$ cat src/rtl/isochronous_hs_pkg.sv
// Shared definitions for the isochronous 4-phase handshake pair.
// Latency: none (types only).
// Backpressure: n/a.
// Contents: responder FSM state type. The mirrored initiator block reuses it.
package isochronous_hs_pkg;

    // Idle: ack low, waiting for a request. Ack: ack high, waiting for req to fall.
    typedef enum logic {
        Idle = 1'b0,
        Ack  = 1'b1
    } rsp_state_e;

endpackage

$ cat src/rtl/isochronous_4phase_responder.sv
// Responder end of a level-based 4-phase req/ack handshake from an isochronous peer,
// presenting captured words downstream as a valid/ready stream via a one-entry buffer.
// Latency: req_i sampled high at edge N -> ack_o and valid_o high after edge N.
// Backpressure: a full, non-draining buffer holds ack_o low, so the peer keeps req_i/data_i.
//
// Ports:
//   clk_i    block clock
//   rst_i    asynchronous active-high reset
//   req_i    4-phase request from peer (level)
//   data_i   peer data, stable while req_i && !ack_o
//   ack_o    4-phase acknowledge to peer (registered)
//   valid_o  downstream valid (buffer full flag, registered)
//   data_o   downstream data (buffer contents, registered)
//   ready_i  downstream ready
module isochronous_4phase_responder
    import isochronous_hs_pkg::*;
#(
    parameter int DataWidth = 32
) (
    input  logic                 clk_i,
    input  logic                 rst_i,
    input  logic                 req_i,
    input  logic [DataWidth-1:0] data_i,
    output logic                 ack_o,
    output logic                 valid_o,
    output logic [DataWidth-1:0] data_o,
    input  logic                 ready_i
);

    rsp_state_e           r_state;
    logic                 r_ack;
    logic                 r_valid;
    logic [DataWidth-1:0] r_data;

    logic w_drain;
    logic w_can_accept;
    logic w_capture;

    // Peer signals are STA-timed against clk_i, so they are sampled directly.
    assign w_drain      = r_valid && ready_i;
    // A draining buffer counts as empty: the new word replaces it with no bubble.
    assign w_can_accept = !r_valid || ready_i;
    // Capture only on the Idle->Ack transition; a word held in Ack is never re-taken.
    assign w_capture    = (r_state == Idle) && req_i && w_can_accept;

    always_ff @(posedge clk_i or posedge rst_i) begin
        if (rst_i) begin
            r_state <= Idle;
            r_ack   <= 1'b0;
        end else if (r_state == Idle) begin
            if (w_capture) begin
                r_state <= Ack;
                r_ack   <= 1'b1;
            end
        end else begin
            if (!req_i) begin
                r_state <= Idle;
                r_ack   <= 1'b0;
            end
        end
    end

    always_ff @(posedge clk_i or posedge rst_i) begin
        if (rst_i) begin
            r_valid <= 1'b0;
            r_data  <= '0;
        end else if (w_capture) begin
            r_valid <= 1'b1;
            r_data  <= data_i;
        end else if (w_drain) begin
            r_valid <= 1'b0;
        end
    end

    assign ack_o   = r_ack;
    assign valid_o = r_valid;
    assign data_o  = r_data;

    // Peer must hold data while its request is pending and unacknowledged.
    a_data_stable : assert property (@(posedge clk_i) disable iff (rst_i)
        (req_i && !ack_o) |=> (!req_i || ack_o || $stable(data_i)));

    // A new request may only start once the previous acknowledge has fallen.
    a_no_req_rise_in_ack : assert property (@(posedge clk_i) disable iff (rst_i)
        $rose(req_i) |-> !ack_o);

    // Downstream output is held until it is taken.
    a_out_stable : assert property (@(posedge clk_i) disable iff (rst_i)
        (valid_o && !ready_i) |=> ($stable(valid_o) && $stable(data_o)));

endmodule

$ cat config.mk
export PLATFORM = sky130hd
export DESIGN_NAME = isochronous_4phase_responder
export DESIGN_NICKNAME = d
export VERILOG_FILES = /design/src/rtl/isochronous_hs_pkg.sv /design/src/rtl/isochronous_4phase_responder.sv
export SDC_FILE = /design/constraint.sdc
export NUM_CORES = 1
export LEC_CHECK = 0
export BUFFER_PORTS_ARGS = -buffer_cell sky130_fd_sc_hd__buf_2
export CORE_UTILIZATION = 47
export CTS_CLUSTER_SIZE = 40
export DETAILED_ROUTE_END_ITERATION = 12
export PLACE_DENSITY_LB_ADDON = 0.1
export SLEW_MARGIN = 15
export SYNTH_ARGS = -nofsm -noshare
export SYNTH_HDL_FRONTEND = slang
export SYNTH_SLANG_ARGS = --single-unit
$ cat constraint.sdc
create_clock -name clk_i -period 2.4 [get_ports clk_i]
set_input_delay 0.48 -clock clk_i [delete_from_list [all_inputs] [get_ports clk_i]]
set_output_delay 0.48 -clock clk_i [all_outputs]
set_load 0.1 [all_outputs]
# [Yosys cells after proc, flatten, opt, wreduce, memory -nomap -nowiden]
# Cells that the tools add are included.
[classes] muxes=8 shift=0 multipliers=0 n_lt_le_gt_ge=0 n_div=0 bitwise_logic=1 n_reduce_logical=8 n_addsub=0 n_eq_ne=1
[op_table] cell="$mux W1" n=8
[op_table] cell="$reduce_bool A2 Y1" n=2
[op_table] cell="$logic_and A1 B1 Y1" n=3
[op_table] cell="$ne A2 B2 Y1 const B" n=1
[op_table] cell="$reduce_and A2 Y1" n=1
[op_table] cell="$logic_not A1 Y1" n=1
[op_table] cell="$logic_or A1 B1 Y1" n=1
[op_table] cell="$not A1 Y1" n=1
[word_totals] ff_bits=35 latchBits=0 mem_bits_ro=0 ram_bits=0 memories=0 word_cells=22 input_bits=36

# [Longest topological paths before layout]
# Gate-level depths: netlist of the first run.
[logic_depth] ltp_word=5 depth_mapped=4 depth_no_buf=3

# [Least setup slack after synthesis of the first run]
# No wires, ideal clock.
[synth_path] path_kind="register to register" startpoint="register r_valid (netlist: valid_o)" endpoint="register r_data[10] (netlist: data_o[10])" arrival_ps=1782 stages_incl_launch_ff=5 path_buffers=1 slack_ps=492 setup_time_ps=125 cell_sequence="dfrtp_1 > nand2b_2 > nor3b_4 > buf_6 > mux2_2"
[synth_between] elab_chain_cells=3
[synth_rtl] element="from (decl)" line_no="isochronous_4phase_responder.sv:32" text="logic r_valid;"
[synth_rtl] element="from (signal assigned)" line_no="isochronous_4phase_responder.sv:65" text="r_valid <= 1'b0;"
[synth_rtl] element="from (signal assigned)" line_no="isochronous_4phase_responder.sv:68" text="r_valid <= 1'b1;"
[synth_rtl] element="from (signal assigned)" line_no="isochronous_4phase_responder.sv:71" text="r_valid <= 1'b0;"
[synth_rtl] element="$logic_not A1 Y1" line_no="isochronous_4phase_responder.sv:42" text="assign w_can_accept = !r_valid || ready_i;"
[synth_rtl] element="$logic_or A1 B1 Y1" line_no="isochronous_4phase_responder.sv:42"
[synth_rtl] element="$logic_and A1 B1 Y1" line_no="isochronous_4phase_responder.sv:44" text="assign w_capture = (r_state == Idle) && req_i && w_can_accept;"
[synth_rtl] element="to (signal assigned)" line_no="isochronous_4phase_responder.sv:69" text="r_data <= data_i;"
[synth_rtl] element="to (decl)" line_no="isochronous_4phase_responder.sv:33" text="logic [DataWidth-1:0] r_data;"
# No other way between the ends.
# A chain may end at the register's enable or synchronous reset.

# [Worst setup path in the final report of the first run]
[layout_path] startpoint="register r_data[0] (netlist: data_o[0])" endpoint="output data_o[0]"
[layout_lines] element="to (decl)" line_no="isochronous_4phase_responder.sv:26" text="output logic [DataWidth-1:0] data_o,"
# No word-level cell between the ends.

==> flow_summary.yaml, run 1 <==
pwr:
  p_leak_nw: 0.880
  power.density_mw_per_mm2: 1290
  ir_drop_mv: 0.943
yosys:
  synth_cells: 80
  ys.warnings.count: 0
  ys_seq_elements: 35
  syn_area_mm2: 0.00133
  synth_fp_nets: 116
  synth_cell_types: 10
  ys_seq_area_frac: 0.658
  avgSynthCellArea_um2: 16.6
route:
  ant_nets: 0
  drcViolationCount: 0
  routed_wirelength_um: 2300
  viasPerCell: 4.84
  vias: 901
  first_pass_iters: 3
  drt_iter0_markers: 11
  wl_per_cell_um: 12.4
placed_design:
  dp_slack_ns: 0.606
  gp_congestion: 0.743
  port_buffers: 69
  dpl.hpwl_um: 1680
layout:
  drive_gt1_frac: 0.718
  layout.nets: 191
  syn2layout_area_growth_pct: 32.5
  diodes: 0
worst_setup_path:
  critPathSlowestCell: "buf_2"
  worstPathRequired_ns: 1.92
  crit_path_max_fanout: 2
  critical_path.top_delay_family: "buffers and inverters"
  max_stage_delay_ns: 0.43
  worst-path-buf-inv: 1
  arrival_ns: 1.12
  crit_path_cell_trace: "buf_2"
  critPathLaunchType: "register"
  worstSetupPathType: "reg2out"
  end_kind: "primary output"
global_routing:
  grt_pass1_wl_um: 3930
  antenna_found_initial: 0
  track_usage: 0.166
  grt_max_degree: 36
  grt_pass1_vias: 934
  grt-ovfl-total: 0
sta:
  clock.fmax_ghz: 0.624
  finalSetupViolCount: 0
  finClkSkew_ns: 0.00503
  timing.slew.headroom: 0.672
  rsz0062_at_grt: "false"
  worst_slack_ns: 0.797
  drv_slew: 0
  hold_viol_final: 0
  period_minus_slack_ns: 1.60
  tightest_slew_ns: 0.496
  min_period_over_period: 0.668
  final.setup.tns_ns: 0
clock_tree:
  cts_tree: "done"
  clk_latency_ns: 0.32
  clkSinkCount: 35
  clockBufferDepth: 2
  clk_pin_slew_ns: 0.10
  numCtsBuffers: 5
  cts-resized-gates: 0
  cts_setup_buffers: 0
  ctsHoldBuffers: 0
  cts-htree-levels: 2
  cts-root-buf: "clkbuf_4"
die:
  die_w_um: 55.2
  die_y_um: 55.2
  start_util: 0.519
  rows: 18
  pin_count: 70
  coreArea_mm2: 0.00257
  die_area_mm2: 0.00305
status:
  status: "complete, no violations"
worst_hold_path:
  hold_path.class: "in2async"
flow_run:
  cap_violations: 0
## worst register-to-register path, stage by stage, from the launching register on
cell and delay, ns:
dfrtp_1 0.40, nand2b_2 0.10, nor3b_4 0.18, buf_4 0.39
mux2_2 0.40
## cells by family after synthesis
logic type / after synthesis / synth area share
buffers and inverters: 5 / 0.0310
AND/OR/NAND/NOR: 5 / 0.0291
multiplexers: 32 / 0.271
AO/OA/AOI/OAI: 3 / 0.0113
flip-flops: 35 / 0.658
## Yosys cell counts
| library cell | number | share of area |
|---|---|---|
| dfrtp_1 | 35 | 0.66 |
| mux2_2 | 32 | 0.27 |
| buf_6 | 3 | 0.025 |
| inv_1 | 2 | 0.0056 |
| nor2_1 | 2 | 0.0056 |
| o21ai_0 | 2 | 0.0075 |
| a21oi_1 | 1 | 0.0038 |
| nand2_1 | 1 | 0.0028 |
| nand2b_2 | 1 | 0.0066 |
| nor3b_4 | 1 | 0.014 |
## worst paths after layout
check | from | end | slack [ns] | cells past startpoint
hold / removal | rst_i | data_o[30] | 0.23 | 3
hold reg to reg | data_o[31] | data_o[31] | 0.51 | 1
max in group asynchronous | rst_i | data_o[20] | 1.86 | 3
setup reg to reg | valid_o | data_o[4] | 0.82 | 4
setup / recovery | data_o[0] | data_o[0] | 0.80 | 1
min in group clk_i | data_i[14] | data_o[14] | 0.38 | 2
## per-stage QoR
| stage | power, W | std cells | utilization | area, um2 | hold WS [ns] |
|---|---|---|---|---|---|
| after floorplan | 0.00177 | 80 | - | 1330 | 0.531 |
| after global placement | 0.00193 | 178 | 0.660 | 1700 | 0.484 |
| after detailed placement | 0.00195 | 178 | 0.660 | 1700 | 0.490 |
| after CTS | 0.00230 | 186 | 0.687 | 1760 | 0.236 |
| after global routing | 0.00237 | 186 | 0.687 | 1760 | 0.252 |
| final | 0.00228 | 186 | 0.687 | 1760 | 0.234 |
## per-layer routing
metal | part of all wire | up-vias | GRT usage
met5 | 0 | - | 0
met1 | 0.41 | 425 | 0.176
met2 | 0.49 | 45 | 0.287
met3 | 0.086 | 5 | 0.0679
li1 | - | 426 | -
met4 | 0.015 | 0 | 0.0750
## placed cells by master (no fill, tap or decap), drive strengths merged
cell,instances
nor3b,1
dfrtp,35
nand2b,1
buf,71
inv,2
mux2,32
clkbuf,8
a21oi,1
o21ai,2
nor2,2
nand2,1
## sequential cells by signal (all words and copies together) (netlist names)
signal and cells:
ack_o 1, data_o 32, r_state 1, valid_o 1
## cell type report
class / count / area (um2)
Clock buffer: 8 / 68.8
Fill cell: 185 / 803
Inverter: 2 / 7.51
Multi-Input combinational cell: 40 / 414
Sequential cell: 35 / 876
Tap cell: 30 / 37.5
Timing Repair Buffer: 71 / 360
## report_power, final
group	internal, W	total [W]	switching (W)
sequential	0.000705	0.000759	0.0000539
clock	0.000172	0.000347	0.000174
combinational	0.000195	0.00117	0.000975
total	0.00107	0.00228	0.00120
(Power assumes the default switching activity.)
==> run 2: changes to the inputs <==
--- a/config.mk
+++ b/config.mk
@@ -6,7 +6,7 @@
 export NUM_CORES = 1
 export LEC_CHECK = 0
 export BUFFER_PORTS_ARGS = -buffer_cell sky130_fd_sc_hd__buf_2
-export CORE_UTILIZATION = 47
+export CORE_UTILIZATION = 44
 export CTS_CLUSTER_SIZE = 40
 export DETAILED_ROUTE_END_ITERATION = 12
 export PLACE_DENSITY_LB_ADDON = 0.1
==> constraint.sdc (replaced) <==
create_clock -name clk_i -period 1.5 [get_ports clk_i]
set_input_delay 0.3 -clock clk_i [delete_from_list [all_inputs] [get_ports clk_i]]
set_output_delay 0.3 -clock clk_i [all_outputs]
set_load 0.1 [all_outputs]
==> run 2 against run 1 <==
  * The run now ends with DRC left
  * Sequential share of layout area down 1.6 points
  * Utilization is 3.5 points lower
  * Via count up 5.1%
  * Routed wire length rose by 1.7%
  * Worst setup slack got worse by 0.80 ns
  * Critical path type is now reg2reg
  * Critical endpoint is now data_o[27]
  * Highest routed layer unchanged
==> flow_summary.yaml, run 2 (same netlist as run 1, synthesis figures left out) <==
worst_hold_path:
  hold_end: "data_o[18]"
  min-delay-start: "data_i[18]"
  hold_path.class: "in2reg"
  worstHoldPathCells: 2
flow_run:
  cap_violations: 0
route:
  ant_nets: 0
  routed_wirelength_um: 2340
  drcViolationCount: 14
  vias: 947
  drt_iter0_markers: 33
  wl_per_cell_um: 12.3
  first_pass_iters: 8
  viasPerCell: 4.96
worst_setup_path:
  reg2reg_from: "valid_o"
  end_kind: "register"
  crit_path_max_fanout: 12
  crit_start: "valid_o"
  worstPathRequired_ns: 1.70
  arrival_ns: 1.70
  reg2reg_slack_ns: 0.002
  critPathLaunchType: "register"
  rr_worst_depth: 4
  reg2reg_to: "data_o[27]"
  worstSetupPathType: "reg2reg"
layout:
  syn2layout_area_growth_pct: 37.4
  layout.nets: 195
  fillCellCount: 217
  diodes: 0
  layout_common_cells: "buf_2, dfrtp_1, mux2_2, clkbuf_4, mux2_4"
  final_common_cell: "buf_2"
  largest_register_ffs: 32
  final_cells: 191
  drive_gt1_frac: 0.725
clock_tree:
  clkSinkCount: 35
  clk_pin_slew_ns: 0.09
  clk_latency_ns: 0.31
  cts-root-buf: "clkbuf_4"
  cts_tree: "done"
  cts-htree-levels: 2
  numCtsBuffers: 5
  clockBufferDepth: 2
pwr:
  power.density_mw_per_mm2: 2010
  p_leak_nw: 0.920
  finalPower_w: 0.00367
  ir_drop_mv: 1.16
die:
  die_area_mm2: 0.00325
  die_y_um: 57.0
  pin_count: 70
  start_util: 0.475
  coreArea_mm2: 0.00281
  rows: 19
  die_w_um: 57.0
placed_design:
  port_buffers: 69
  gp_congestion: 0.694
  dpl.hpwl_um: 1850
  post-place-cells: 182
sta:
  finClkSkew_ns: 0.00360
  drv_slew: 0
  period_minus_slack_ns: 1.50
  hold_viol_final: 0
  clock.fmax_ghz: 0.668
  min_period_over_period: 0.999
  finalSetupViolCount: 0
  tightest_slew_ns: 0.494
  timing.slew.headroom: 0.673
  rsz0062_at_grt: "true"
global_routing:
  grt-ovfl-total: 0
  grt_pass1_vias: 917
  antenna_found_initial: 0
  grt_pass1_wl_um: 3870
  grt_max_degree: 22
  track_usage: 0.162
status:
  status: "complete, but fails checks"
  violations: "DRC"
==> run 2: changes by cell type in the layout (fill, tap and decap cells not counted), sizes merged <==
cell	before	now
buf	71	74
dlygate4sd3	0	1
==> run 2: critical path: stages, from the launching register on <==
cell	delay, ns
dfrtp_4	0.50
nand2b_4	0.08
nor3b_4	0.24
buf_6	0.21
mux2_2	0.35
==> run 2: layout make-up <==
type | count | area (um2) | area share
inverter | 2 | 7.51 | 0.00410
sequential | 35 | 880 | 0.481
tap | 31 | 38.8 | 0.0212
clock buffer | 8 | 68.8 | 0.0376
timing repair buffer | 75 | 400 | 0.219
multi-input combinational | 40 | 434 | 0.237
==> run 2: metrics by stage <==
stage / worst slack [ns] / utilization / setup TNS [ns] / hold WS, ns / instance area [um2]
floorplan: -0.163 / - / -4.92 / 0.417 / 1340
global placement: 0.0489 / 0.616 / 0 / 0.331 / 1730
detailed placement: -0.00319 / 0.616 / -0.00319 / 0.334 / 1730
CTS: -0.0232 / 0.644 / -0.311 / 0.185 / 1810
global route: -0.0588 / 0.652 / -1.39 / 0.181 / 1830
finish: 0.00193 / 0.652 / 0 / 0.205 / 1830
==> run 2: timing repair <==
action,4_1_cts,5_1_grt
gates resized for setup,0,6
buffers inserted,0,0
hold endpoints to repair,14,0
setup endpoints to repair,26,27
hold buffers,1,0
==> run 2: how the worst max path moves through the flow <==
stage	endpoint	depth (start not counted)	slack [ns]
3_5_place_dp	data_o[1]	4	-0.003
5_1_grt	data_o[4]	4	-0.06
3_3_place_gp	data_o[9]	4	0.05
4_1_cts	data_o[1]	4	-0.02
2_1_floorplan	data_o[10]	4	-0.16
6_report	data_o[27]	4	0.002
==> run 2: metal layers <==
| layer | global-route usage | vias up | part of all wire |
|---|---|---|---|
| met5 | 0 | - | 0 |
| met4 | 0.0836 | 0 | 0.012 |
| met3 | 0.0567 | 5 | 0.093 |
| met2 | 0.281 | 48 | 0.50 |
| met1 | 0.176 | 455 | 0.39 |
| li1 | - | 439 | - |
==> run 2: power by group <==
group,internal (W),total [W],switching (W),leakage (nW)
Combinational,0.000337,0.00191,0.00157,0.473
Clock,0.000276,0.000547,0.000272,0.0386
Sequential,0.00113,0.00122,0.0000888,0.409
==> run 3: changes to the inputs <==
--- a/config.mk
+++ b/config.mk
@@ -6,6 +6,7 @@
 export NUM_CORES = 1
 export LEC_CHECK = 0
 export BUFFER_PORTS_ARGS = -buffer_cell sky130_fd_sc_hd__buf_2
+export CORE_MARGIN = 8
 export CORE_UTILIZATION = 44
 export CTS_CLUSTER_SIZE = 40
 export DETAILED_ROUTE_END_ITERATION = 12
==> run 3 against run 2 <==
  * Utilization down 0.89 points
  * Global-route usage shrank 4.3 points
  * Non-clock buffer count is the same
  * Critical path type unchanged
  * Sequential share of layout area decreased by 1.8 points
  * Total power rose by 2.2%
  * Flip-flop and latch count stayed put
  * First-iteration DRC count is 27% lower
  * Sequential power hardly changed
  * The run ends with setup timing left
  * Fmax decreased by 0.75%
==> flow_summary.yaml, run 3 (same netlist as run 1, synthesis figures left out) <==
sta:
  timing.slew.headroom: 0.667
  finalSetupViolCount: 9
  period_minus_slack_ns: 1.51
  hold_viol_final: 0
  final.setup.tns_ns: -0.0382
  tightest_slew_ns: 0.503
  min_period_over_period: 1.01
  finClkSkew_ns: 0.00686
  worst_slack_ns: -0.00941
  rsz0062_at_grt: "true"
  clock.fmax_ghz: 0.663
  holdWs_ns: 0.0550
  drv_slew: 0
pwr:
  p_int_w: 0.00179
  pwr-share-clk: 0.149
  power.density_mw_per_mm2: 1980
  ir_drop_mv: 1.17
  seq_power_share: 0.325
  combPwrFrac: 0.525
  p_leak_nw: 0.965
  power.switching_w: 0.00197
  swShare: 0.524
clock_tree:
  ctsHoldBuffers: 0
  cts_tree: "done"
  clockBufferDepth: 2
  clk_pin_slew_ns: 0.10
  clkSinkCount: 35
  cts-htree-levels: 2
  numCtsBuffers: 5
  cts-root-buf: "clkbuf_4"
  clk_latency_ns: 0.33
status:
  status: "complete, but fails checks"
  violations: "setup timing"
route:
  ant_nets: 0
  wl_per_cell_um: 16.2
  routed_wirelength_um: 3130
  first_pass_iters: 3
  viasPerCell: 4.84
  drcViolationCount: 0
  drt_iter0_markers: 24
  vias: 935
worst_setup_path:
  crit_path_max_fanout: 11
  worstSetupPathType: "reg2reg"
  worst-path-buf-inv: 2
  max_stage_delay_ns: 0.50
  critPathSlowestCell: "dfrtp_4"
  critical_path.top_delay_family: "flip-flops"
  worstPathRequired_ns: 1.72
  arrival_ns: 1.73
  end_kind: "register"
  crit_path_cell_trace: "nand2b_4, nor3b_4, buf_6, clkbuf_16, mux2_2"
  critPathLaunchType: "register"
layout:
  diodes: 0
  largest_register_ffs: 32
  final_cells: 193
  layout_common_cells: "buf_2, dfrtp_1, mux2_2, mux2_4, clkbuf_4"
  fillCellCount: 264
  syn2layout_area_growth_pct: 42.7
  post-route-util: 0.643
  final_common_cell: "buf_2"
  drive_gt1_frac: 0.731
  layout.nets: 195
placed_design:
  post-place-cells: 183
  gp_congestion: 0.731
  port_buffers: 69
  dp_slack_ns: 0.00682
die:
  coreArea_mm2: 0.00295
  rows: 20
  pin_count: 70
  die_y_um: 71.0
  die_w_um: 71.0
  die_area_mm2: 0.00504
  start_util: 0.451
global_routing:
  antenna_found_initial: 0
  grt-ovfl-total: 0
  track_usage: 0.119
  grt_max_degree: 36
  grt_pass1_vias: 997
  grt_pass1_wl_um: 4680
worst_hold_path:
  hold_path.class: "in2async"
flow_run:
  cap_violations: 0
run 3: power by group through the flow:
stage	clock network (W)	registers (W)	logic, W
after floorplan	0	0.00260	0.000234
after global placement	0	0.00123	0.00190
after detailed placement	0	0.00124	0.00191
after CTS	0.000595	0.00122	0.00192
after global routing	0.000628	0.00124	0.00203
final	0.000560	0.00122	0.00197
run 3: per-stage QoR:
stage | area [um2] | total power [W]
after global placement | 1740 | 0.00313
after global routing | 1900 | 0.00390
final | 1900 | 0.00375
after floorplan | 1340 | 0.00284
after CTS | 1810 | 0.00373
after detailed placement | 1740 | 0.00315
run 3: area by class of cell:
type | instances | area (um2) | share of cell area
sequential | 35 | 880 | 0.463
multi-input combinational | 40 | 468 | 0.246
timing repair buffer | 75 | 434 | 0.229
clock buffer | 8 | 68.8 | 0.0362
tap | 33 | 41.3 | 0.0217
inverter | 2 | 7.51 | 0.00395
run 3: worst paths after layout:
check                                 from          to  slack, ns  cells after the start
min in group clk_i              data_i[23]  data_o[23]       0.20                      2
worst max-delay path               valid_o  data_o[30]     -0.009                      5
worst max register to register     valid_o  data_o[30]     -0.009                      5
max in group asynchronous            rst_i     valid_o       1.10                      3
worst min-delay path                 rst_i  data_o[29]       0.05                      3
worst min register to register  data_o[16]  data_o[16]       0.51                      1
run 3: worst min-delay path, stage by stage:
cell	delay, ns
buf_2	0.09
inv_1	0.04
buf_4	0.38
run 3: layer usage:
layer  global-route usage  wire, um  part of all wire
met1                0.124      1330              0.43
met2                0.194      1500              0.48
met3               0.0565       234             0.075
met4               0.0693        64             0.020
met5                    0         0                 0
run 3: timing repair:
action | in CTS | in global routing
gates cloned | 0 | 1
hold endpoints to repair | 0 | 0
setup buffers | 0 | 1
gates resized for setup | 2 | 15
endpoints found under the setup margin | 3 | 32
